## config.mk

```make
export PLATFORM = sky130hd
export DESIGN_NAME = bus_arbiter_rr
export DESIGN_NICKNAME = d
export VERILOG_FILES = /design/src/rtl/bus_pkg.sv /design/src/rtl/rr_picker.sv /design/src/rtl/bus_arbiter_rr.sv
export SDC_FILE = /design/constraint.sdc
export NUM_CORES = 1
export LEC_CHECK = 0
export BUFFER_PORTS_ARGS = -buffer_cell sky130_fd_sc_hd__buf_2
export CAP_MARGIN = 30
export CORE_MARGIN = 2
export CORE_UTILIZATION = 42
export DETAILED_ROUTE_END_ITERATION = 10
export PLACE_DENSITY = 0.76
export REMOVE_ABC_BUFFERS = 1
export SLEW_MARGIN = 20
export SYNTH_ARGS = -nofsm -noshare
export SYNTH_HDL_FRONTEND = slang
export SYNTH_SLANG_ARGS = --single-unit
```

## constraint.sdc

```tcl
create_clock -name clk -period 1.35 [get_ports clk]
set_input_delay 0 -clock clk [delete_from_list [all_inputs] [get_ports clk]]
set_output_delay 0 -clock clk [all_outputs]
set_load 0.005 [all_outputs]
```

## src/rtl/bus_pkg.sv

```systemverilog
// Shared definitions for the round-robin bus arbiter: FSM state encoding
// and default configuration constants.
package bus_pkg;

  localparam int unsigned STATE_W  = 3;
  localparam int unsigned SEL_BITS = 2;
  localparam int unsigned TIMEOUT  = 64;

  typedef enum logic [STATE_W-1:0] {
    IDLE       = 3'd0,
    SELECT     = 3'd1,
    WAIT_SLAVE = 3'd2,
    CONNECT    = 3'd3,
    RELEASE    = 3'd4
  } state_t;

endpackage

```

## src/rtl/rr_picker.sv

```systemverilog
// Round-robin picker: returns the first set request at or after ptr,
// wrapping modulo N.
module rr_picker #(
  parameter int unsigned N = 2,
  localparam int unsigned W = $clog2(N)
) (
  input  logic [N-1:0] req,
  input  logic [W-1:0] ptr,
  output logic [W-1:0] idx,
  output logic         any
);

  always_comb begin
    int unsigned cand;
    cand = 0;
    idx  = '0;
    any  = 1'b0;
    for (int unsigned i = 0; i < N; i++) begin
      cand = (32'(ptr) + i) % N;
      if (!any && req[cand]) begin
        any = 1'b1;
        idx = W'(cand);
      end
    end
  end

endmodule

```

## src/rtl/bus_arbiter_rr.sv

```systemverilog
// Round-robin arbiter connecting NUM_MASTERS serial masters to NUM_SLAVES
// slaves; the owner shifts a slave select in, then gets a direct connection.
module bus_arbiter_rr
  import bus_pkg::state_t, bus_pkg::STATE_W, bus_pkg::IDLE, bus_pkg::SELECT,
         bus_pkg::WAIT_SLAVE, bus_pkg::CONNECT, bus_pkg::RELEASE;
#(
  parameter int unsigned NUM_MASTERS = 2,
  parameter int unsigned NUM_SLAVES  = 3,
  parameter int unsigned SEL_BITS    = bus_pkg::SEL_BITS,
  parameter int unsigned TIMEOUT     = bus_pkg::TIMEOUT,
  localparam int unsigned OW = $clog2(NUM_MASTERS)
) (
  input  logic                   clk,
  input  logic                   reset,
  input  logic [NUM_MASTERS-1:0] m_req,
  input  logic [NUM_MASTERS-1:0] m_addr,
  input  logic [NUM_MASTERS-1:0] m_addr_valid,
  input  logic [NUM_MASTERS-1:0] m_data,
  input  logic [NUM_MASTERS-1:0] m_valid,
  input  logic [NUM_MASTERS-1:0] m_write_en,
  output logic [NUM_MASTERS-1:0] m_grant,
  output logic [NUM_MASTERS-1:0] m_valid_in,
  output logic [NUM_MASTERS-1:0] m_error,
  output logic                   m_data_out,
  input  logic [NUM_SLAVES-1:0]  s_ready,
  input  logic [NUM_SLAVES-1:0]  s_data_in,
  input  logic [NUM_SLAVES-1:0]  s_valid_out,
  output logic [NUM_SLAVES-1:0]  s_address,
  output logic [NUM_SLAVES-1:0]  s_data,
  output logic [NUM_SLAVES-1:0]  s_valid,
  output logic [NUM_SLAVES-1:0]  s_write_en,
  output logic [NUM_SLAVES-1:0]  s_bus_ready,
  output logic [STATE_W-1:0]     state,
  output logic [OW-1:0]          owner
);

  localparam int unsigned BW = $clog2(SEL_BITS + 1);
  localparam int unsigned CW = $clog2(TIMEOUT + 1);

  state_t                  state_r, state_nx;
  logic [OW-1:0]           owner_r, rr_ptr, pick_idx;
  logic                    pick_any;
  logic [SEL_BITS-1:0]     sel;
  logic [BW-1:0]           bit_cnt;
  logic [CW-1:0]           wait_cnt;
  logic [NUM_MASTERS-1:0]  own_hit;
  logic [NUM_SLAVES-1:0]   sel_hit;
  logic own_req, own_addr, own_addr_valid, own_data, own_valid, own_we;
  logic sel_ok, sel_ready, timed_out, last_bit;

  rr_picker #(.N(NUM_MASTERS)) u_pick (
    .req (m_req),
    .ptr (rr_ptr),
    .idx (pick_idx),
    .any (pick_any)
  );

  // One-hot decodes avoid indexing with out-of-range sel values.
  always_comb begin
    own_hit = '0;
    sel_hit = '0;
    for (int unsigned m = 0; m < NUM_MASTERS; m++) own_hit[m] = (owner_r == OW'(m));
    for (int unsigned s = 0; s < NUM_SLAVES; s++)  sel_hit[s] = (sel == SEL_BITS'(s));
  end

  assign own_req        = |(own_hit & m_req);
  assign own_addr       = |(own_hit & m_addr);
  assign own_addr_valid = |(own_hit & m_addr_valid);
  assign own_data       = |(own_hit & m_data);
  assign own_valid      = |(own_hit & m_valid);
  assign own_we         = |(own_hit & m_write_en);
  assign sel_ok         = |sel_hit;
  assign sel_ready      = |(sel_hit & s_ready);
  assign timed_out      = (wait_cnt == CW'(TIMEOUT));
  assign last_bit       = (bit_cnt == BW'(SEL_BITS - 1));

  always_ff @(posedge clk or negedge reset) begin
    if (!reset) state_r <= IDLE;
    else        state_r <= state_nx;
  end

  always_comb begin
    state_nx = state_r;
    case (state_r)
      IDLE:       if (pick_any) state_nx = SELECT;
      SELECT: begin
        if (!own_req)                       state_nx = RELEASE;
        else if (own_addr_valid && last_bit) state_nx = WAIT_SLAVE;
      end
      WAIT_SLAVE: begin
        if (!own_req || !sel_ok) state_nx = RELEASE;
        else if (sel_ready)      state_nx = CONNECT;
        else if (timed_out)      state_nx = RELEASE;
      end
      CONNECT:    if (!own_req) state_nx = RELEASE;
      RELEASE:    state_nx = IDLE;
      default:    state_nx = IDLE;
    endcase
  end

  always_ff @(posedge clk or negedge reset) begin
    if (!reset) begin
      owner_r  <= '0;
      rr_ptr   <= '0;
      sel      <= '0;
      bit_cnt  <= '0;
      wait_cnt <= '0;
    end else begin
      if (state_r != WAIT_SLAVE)   wait_cnt <= '0;
      else if (!timed_out)         wait_cnt <= wait_cnt + 1'b1;
      case (state_r)
        IDLE: if (pick_any) begin
          owner_r <= pick_idx;
          sel     <= '0;
          bit_cnt <= '0;
        end
        SELECT: if (own_req && own_addr_valid) begin
          sel     <= (sel << 1) | SEL_BITS'(own_addr);
          bit_cnt <= bit_cnt + 1'b1;
        end
        RELEASE: rr_ptr <= (owner_r == OW'(NUM_MASTERS - 1)) ? '0 : owner_r + 1'b1;
        default: ;
      endcase
    end
  end

  always_comb begin
    m_grant     = '0;
    m_valid_in  = '0;
    m_error     = '0;
    m_data_out  = 1'b0;
    s_address   = '0;
    s_data      = '0;
    s_valid     = '0;
    s_write_en  = '0;
    s_bus_ready = '0;
    state       = state_r;
    owner       = owner_r;
    case (state_r)
      SELECT:     m_grant = own_hit;
      WAIT_SLAVE: if (!sel_ok || (!sel_ready && timed_out)) m_error = own_hit;
      CONNECT: begin
        m_grant     = own_hit;
        s_bus_ready = sel_hit;
        s_address   = sel_hit & {NUM_SLAVES{own_addr}};
        s_data      = sel_hit & {NUM_SLAVES{own_data}};
        s_valid     = sel_hit & {NUM_SLAVES{own_valid}};
        s_write_en  = sel_hit & {NUM_SLAVES{own_we}};
        m_data_out  = |(sel_hit & s_data_in);
        m_valid_in  = own_hit & {NUM_MASTERS{|(sel_hit & s_valid_out)}};
      end
      default: ;
    endcase
  end

endmodule

```

After elaboration in Yosys (flattened, before gate mapping)

Index checks and enable logic that the tools add are counted.

Register bits: 16
Word-level logic and storage cells: 104

Add/sub/neg operators: 4
$lt $le $gt $ge: 2
Eq/ne operators: 15
Muxes and demuxes: 34
Bitwise logic cells: 16
Reduce and logical (&&, ||, !) cells: 27

Operators by type and width:

| kind                | count |
|---|---|
| $mux 3              | 12 |
| $and 3x3->3         | 7 |
| $and 2x2->2         | 7 |
| $mux 2              | 7 |
| $mux 7              | 2 |
| $reduce_or 2->1     | 7 |
| $pmux 3 s4          | 1 |
| $reduce_or 3->1     | 4 |
| $mux 1              | 10 |
| $pmux 2 s2          | 2 |
| $add 7x1->7 const B | 1 |
| $eq 7x7->1 const B  | 1 |
| $eq 3x2->1 const B  | 2 |
| $ne 2x2->1 const B  | 3 |
| $eq 2x1->1 const B  | 2 |
| $logic_and 1x1->1   | 4 |
| $logic_not 1->1     | 4 |
| $lt 1x2->1 const B  | 2 |
| $ne 4x4->1 const B  | 1 |
| $reduce_and 4->1    | 1 |
| $eq 3x1->1 const B  | 1 |
| $eq 3x3->1 const B  | 1 |
| $logic_not 3->1     | 1 |
| $ne 3x2->1 const B  | 1 |
| other kinds (12)    | 14 |

Logic depth before layout (Yosys ltp)

Gate-level depths: netlist (run 1).

Word-level depth: 8
Depth in mapped cells: 5
Depth with buffers taken out: 5

By module

A second synthesis (run 1) with hierarchy kept.

Cells, all modules: 140
Area total of the unflattened synthesis: 1151.1 um^2

Modules (own cells, without submodules):

| module         | times used | cells an instance | area each (um^2) | sequential area each (um^2) |
|---|---|---|---|---|
| bus_arbiter_rr | 1          | 137               | 1133.6           | 400.4 |
| rr_picker      | 1          | 3                 | 17.5             | 0.0 |

Least setup slack after synthesis (run 1)

OpenSTA, ideal clock, no wires.

Path type: register to register
From: reg state_r[1] (netlist: state[1])
To: reg sel[1]
Library setup time: 140 ps
Data arrival time: 1185 ps
Required time: 1210 ps
Path slack: 25 ps
Stages on the path, launching flop included: 6
Path buffers: 1
Cell sequence: dfrtp_1 -> clkbuf_2 -> nor3_1 -> o21ai_0 -> nand2_1 -> o21ai_0

Word-level cells in the longest chain between the ends: 3
Elaborated cells between the ends (all ways): 7

Ends and longest elaborated chain:

| what                                                             | line                  | text |
|---|---|---|
| start, declared                                                  | bus_arbiter_rr.sv:40  | `state_t state_r, state_nx;` |
| start signal, assigned                                           | bus_arbiter_rr.sv:79  | `else state_r <= state_nx;` |
| $eq 3x1->1 or $logic_not 3->1 (tied branches)                    | bus_arbiter_rr.sv:111 | `case (state_r)` |
| $ne 2x2->1 (no source line) or $reduce_bool 2->1 (tied branches) | n/a                   |  |
| $reduce_and 3->1 (no source line)                                | n/a                   |  |
| end signal, assigned                                             | bus_arbiter_rr.sv:118 | `sel <= (sel << 1) \| SEL_BITS'(own_addr);` |
| end, declared                                                    | bus_arbiter_rr.sv:43  | `logic [SEL_BITS-1:0] sel;` |

Parallel ways exist; a longest one is shown, timed or not.
A chain may end at the register's enable or synchronous reset.

Final worst setup path (run 1)

From: reg sel[0]
To: out m_valid_in[0]

Word-level cells in the longest chain between the ends: 5
Elaborated cells between the ends (all ways): 7

Ends and longest elaborated chain:

| what                                     | line                  | text |
|---|---|---|
| $eq 2x1->1, or another cell as far along | bus_arbiter_rr.sv:63  | `for (int unsigned s = 0; s < NUM_SLAVES; s++) sel_hit[s] = (sel == SEL_BITS'(s));` |
| $and 3x3->3 *                            | bus_arbiter_rr.sv:150 | `m_valid_in = own_hit & {NUM_MASTERS{\|(sel_hit & s_valid_out)}};` |
| $reduce_or 3->1 *                        | bus_arbiter_rr.sv:150 |  |
| $and 2x2->2 *                            | bus_arbiter_rr.sv:150 |  |
| $mux 2 *                                 | bus_arbiter_rr.sv:139 | `case (state_r)` |
| end, declared                            | bus_arbiter_rr.sv:22  | `output logic [NUM_MASTERS-1:0] m_valid_in,` |

Mark *: on every way between the ends. The rest lies on a longest branch, timed or not.

==> flow_summary.ini, run 1 <==
[status]
run_status = complete, but fails checks
violations = setup timing

[layout]
n_fill_cell = 185
layout_commonest_cell = buf_2
final_cell_mix = buf_2 (45), nor2_1 (24), buf_4 (17), dfrtp_1 (15)
drive_gt1_share_pct = 48.2
multiInputGateArea_sq_um = 706
ff_latch_area_sq_um = 402
final_area_sq_um = 1660
nets = 226
area_growth_pct = 51.6
diodes = 0

[power]
ir_worst_vdd_v = 0.00117
powerDensity_nw_per_um2 = 1300
p_leak_uw = 0.000890
power_uw = 2160

[synthesis]
synthesis.area_sq_um = 1100
async_reset_ff_share_pct = 100
synth_edf_count = 0
synthFlopType = dfrtp_1
ys.warnings.count = 0
ys_seq_elements = 16
synth.yosys.seq_area_share_pct = 36.5
syn_area_per_cell_sq_um = 8.56
synth_cells = 128
ys_types = 35

[route]
via_count = 1161
ant_nets = 0
routed_wl_mm = 3.11
drt_pass1_iterations = 4
wl_per_cell_um = 13.6
drt_iter0_markers = 8
drt-vias-per-instance = 5.07
drc_errors = 0

[timing]
finalClockSkew_ps = 0.982
min_period_ps = 1660
relSlewSlack_pct = 75.9
tightest_slew_ps = 352
maxSlewViolCount = 0
min_period_over_period_pct = 123
hold_slack_ps = 74.0
clock.fmax_mhz = 601
setup_viol = 25
rsz0062_at_grt = true
worst_slack_ps = -315
hold_viol_final = 0

[clock_network]
cts.clk_slew.worst_paths_ps = 100
cts_made_buffers = 3
cts.path.max_buffers = 2
htreeDepth = 1
clkLatencyLatePin_ps = 300
cts_tree = yes
cts-root-buf = clkbuf_4
cts.sinks = 16

[placed_design]
hpwl_mm = 2.36
place_area_sq_um = 1460
place_congestion = 0.809
pre_cts_ws_ps = -42.0
portBuffers = 48

[critical_path]
r2r-end = state[2]
ff2ff_path_depth = 6
cp-startpoint = sel[0]
ff2ff_setup_slack_ps = -240
timing.rr.start = wait_cnt[3]
critical_path_class = reg -> out
endpoint = m_valid_in[0]
cp.arrival_ps = 1660
crit_path_end_kind = output port
cp.required_ps = 1350
critPathLaunchType = flop
crit_fanout = 4

[floorplan]
die_h_um = 55.1
die_area_sq_um = 3030
fp.dieW_um = 55.1
ioPinCount = 49
start_util_pct = 44.2
coreArea_sq_um = 2480
num_rows = 18

[grt]
grt_pass1_vias = 1049
antenna_found_initial = 0
grt.total_usage_pct = 20.5
grt_max_degree = 17
grt_pass1_wl_mm = 4.39
grt-ovfl-total = 0

[hold_path]
worstHoldStart = m_addr[1]
hp-class = in -> reg

[job]
maxCapViolCount = 0
-- through the flow --
stage | std cells | TNS [ps] | utilization (%)
global route | 229 | -7780 | 67.1
global placement | 217 | -0.437 | 59.1
floorplan | 124 | -556 | -
finish | 229 | -5610 | 67.1
CTS | 229 | -5070 | 65.1
detailed placement | 217 | -78.4 | 59.1
-- registers in the layout (all words and copies together) (netlist names) --
signal	count
sel	2
state	3
wait_cnt	7
owner	1
rr_ptr	1
bit_cnt	2
-- layout make-up --
type                            instances  share of cell area, %
Clock buffer                            4                   2.18
Inverter                                8                   1.81
Multi-Input combinational cell        100                   42.5
Sequential cell                        16                   24.2
Tap cell                               30                   2.26
Timing Repair Buffer                   71                   27.1
-- Yosys cell counts, drive strengths merged, types with 2 or more instances --
| cell type | number | share of area, % |
|---|---|---|
| a21oi | 3 | 1.4 |
| and3 | 2 | 1.1 |
| buf | 2 | 1.1 |
| clkbuf | 2 | 0.91 |
| dfrtp | 16 | 37 |
| ha | 3 | 3.4 |
| inv | 8 | 2.7 |
| mux2i | 12 | 11 |
| nand2 | 12 | 4.1 |
| nand2b | 2 | 1.1 |
| nand3 | 6 | 3.2 |
| nor2 | 29 | 9.9 |
| nor3 | 3 | 1.4 |
| nor3b | 2 | 1.4 |
| nor4b | 2 | 3.5 |
| o21ai | 4 | 1.8 |
| xor2 | 5 | 4.0 |
-- cells by family after synthesis --
| group | after synthesis | share of synthesized area [%] |
|---|---|---|
| xor+xnor | 6 | 4.79 |
| simple gates | 65 | 31.2 |
| flops | 16 | 36.5 |
| fa+ha+maj | 3 | 3.43 |
| buf+inv | 12 | 4.79 |
| mux | 13 | 12.0 |
| compound gates | 13 | 7.31 |
-- power breakdown --
group / switching [uW] / internal (uW)
logic: 560 / 562
registers: 116 / 583
clock network: 171 / 165
-- routing by layer --
layer  track usage (%)  part of all wire (%)  wire length (um)  up-vias
met3              2.69                   4.4               138        5
li1                  -                     -                 -      572
met1              25.0                    43              1330      551
met4              8.54                   1.6                49        0
met5                 0                     0                 0        -
met2              36.3                    51              1590       33
-- worst min-delay path by stage --
stage,endpoint,slack [ps],depth (start not counted)
floorplan,bit_cnt[0],-300,0
global placement,wait_cnt[1],-70,1
detailed placement,wait_cnt[0],-70,1
CTS,sel[0],80,3
global route,sel[0],100,3
finish,sel[0],70,3
-- repair_timing --
action,CTS,global route
hold endpoints to repair,17,0
hold buffers,3,0
pin swaps,14,9
setup endpoints to repair,26,32
setup buffers,5,0
resized for setup,12,14
-- worst max-delay path, stage by stage (launching register included) --
cell	delay [ps]
dfrtp_1	450
buf_6	140
mux2i_1	110
or2_2	280
a21o_1	170
nor2_1	90
buf_2	120
Note: power is estimated with default switching activity, not from simulation.
==> run 2: changes to the inputs <==
- CORE_UTILIZATION: 42 -> 40
- PLACE_DENSITY: 0.76 -> 0.73
==> flow_summary.ini, run 2 (synthesis gave the netlist of run 1 again) <==
[critical_path]
critPathTopFamily = simple AND/OR/NAND/NOR gates
slowest_delay_ps = 420
critPathLaunchType = flop
cp.arrival_ps = 1740
cpMaxStageDelayCell = dfrtp_1
cp_cell_sequence = nor4_2, nand3_2, o21a_1, nor3_1, buf_2
cp.required_ps = 1350
critical_path_class = reg -> out
crit_fanout = 2
critPathBufInv = 1
crit_path_end_kind = output port

[timing]
finalClockSkew_ps = 4.57
hold_viol_final = 0
maxSlewViolCount = 0
worst_slack_ps = -393
setup_viol = 32
rsz0062_at_grt = true
min_period_ps = 1740
tightest_slew_ps = 386
hold_slack_ps = 90.8
min_period_over_period_pct = 129
clock.fmax_mhz = 574
relSlewSlack_pct = 74.3
final.setup.tns_ps = -6890

[power]
swShare_pct = 40.7
power_uw = 2570
ir_worst_vdd_v = 0.00121
powerDensity_nw_per_um2 = 1390
p_sw_uw = 1050
p_int_uw = 1530
p_leak_uw = 0.000948
seqPwrFrac_pct = 28.4
power_frac_clock_pct = 10.3
combPwrFrac_pct = 61.3

[layout]
layout_commonest_cell = buf_2
final_cell_mix = buf_2 (45), nor2_1 (22), buf_4 (22), dfrtp_1 (12), buf_6 (12)
fin_util_pct = 72.6
multiInputGateArea_sq_um = 797
n_fill_cell = 169
nets = 237
largest_reg_flops = 7
drive_gt1_share_pct = 57.4
ff_latch_area_sq_um = 405
diodes = 0
largest_register = wait_cnt
area_growth_pct = 68.6

[clock_network]
cts_tree = yes
cts.path.max_buffers = 2
cts_made_buffers = 3
clkLatencyLatePin_ps = 300
cts.sinks = 16
cts-root-buf = clkbuf_4
htreeDepth = 1
cts.clk_slew.worst_paths_ps = 90

[floorplan]
ioPinCount = 49
fp.dieW_um = 56.3
die_area_sq_um = 3170
num_rows = 18
die_h_um = 56.3
coreArea_sq_um = 2540
start_util_pct = 43.1

[status]
run_status = complete, but fails checks
violations = setup timing

[placed_design]
portBuffers = 48
place_congestion = 0.871
hpwl_mm = 2.43

[route]
drt_pass1_iterations = 4
drt-vias-per-instance = 5.18
drt_iter0_markers = 83
drc_errors = 0
wl_per_cell_um = 16.6
ant_nets = 0
routed_wl_mm = 3.98
via_count = 1238

[grt]
grt_pass1_vias = 1132
grt_pass1_wl_mm = 5.35
grt.total_usage_pct = 21.3
grt_max_degree = 17
antenna_found_initial = 0
grt-ovfl-total = 0

[job]
maxCapViolCount = 0

[hold_path]
hp-class = in -> reg
[run 2: cell count changes in the layout (fill, tap and decap cells not counted), sizes merged]
cell    previous run  this run
buf               68        79
clkbuf             4         3
[run 2: what timing repair did]
item,4_1_cts,5_1_grt
hold endpoints to repair,17,0
hold buffers,3,0
setup buffers,4,13
pin swaps,9,15
gates resized for setup,22,32
setup endpoints to repair,27,31
[run 2: cell type report]
class / count / share of cell area, %
multi-input cells: 100 / 43.1
repair buffers: 82 / 30.1
flip-flops and latches: 16 / 21.9
well taps: 30 / 2.03
inverters: 8 / 1.62
clock buffers: 3 / 1.22
[run 2: power groups by stage]
stage | Combinational (uW) | Clock [uW] | Sequential, uW
5_1_grt | 1670 | 283 | 743
4_1_cts | 1200 | 261 | 725
3_5_place_dp | 984 | 0 | 721
2_1_floorplan | 490 | 0 | 751
6_report | 1580 | 266 | 730
3_3_place_gp | 941 | 0 | 711
[run 2: tightest hold or removal path, stage by stage]
cell and delay [ps]:
buf_2 110, mux2i_4 90, mux2i_1 140
[run 2: worst paths after layout]
check	cells after the start	start	slack, ps	to
hold reg to reg	1	bit_cnt[0]	500	bit_cnt[0]
setup reg to reg	6	wait_cnt[3]	-320	state[2]
setup / recovery	5	wait_cnt[3]	-390	m_error[1]
max in group asynchronous	2	reset	900	sel[0]
hold / removal	3	m_addr[0]	90	sel[0]
min in group asynchronous	2	reset	150	wait_cnt[2]
[run 2: through the flow]
stage	instance area [sq um]	cells	worst slack (ps)
6_report	1850	239	-393
5_1_grt	1850	239	-468
4_1_cts	1660	229	-274
3_5_place_dp	1480	219	-106
3_3_place_gp	1480	219	-23.4
2_1_floorplan	1070	124	-108
[run 2: routing by layer]
layer / track usage, % / vias up / share of wire, %
met5: 0 / - / 0
met4: 4.76 / 0 / 0.73
met3: 4.61 / 6 / 4.2
met2: 38.0 / 40 / 55
met1: 26.3 / 598 / 40
li1: - / 594 / -
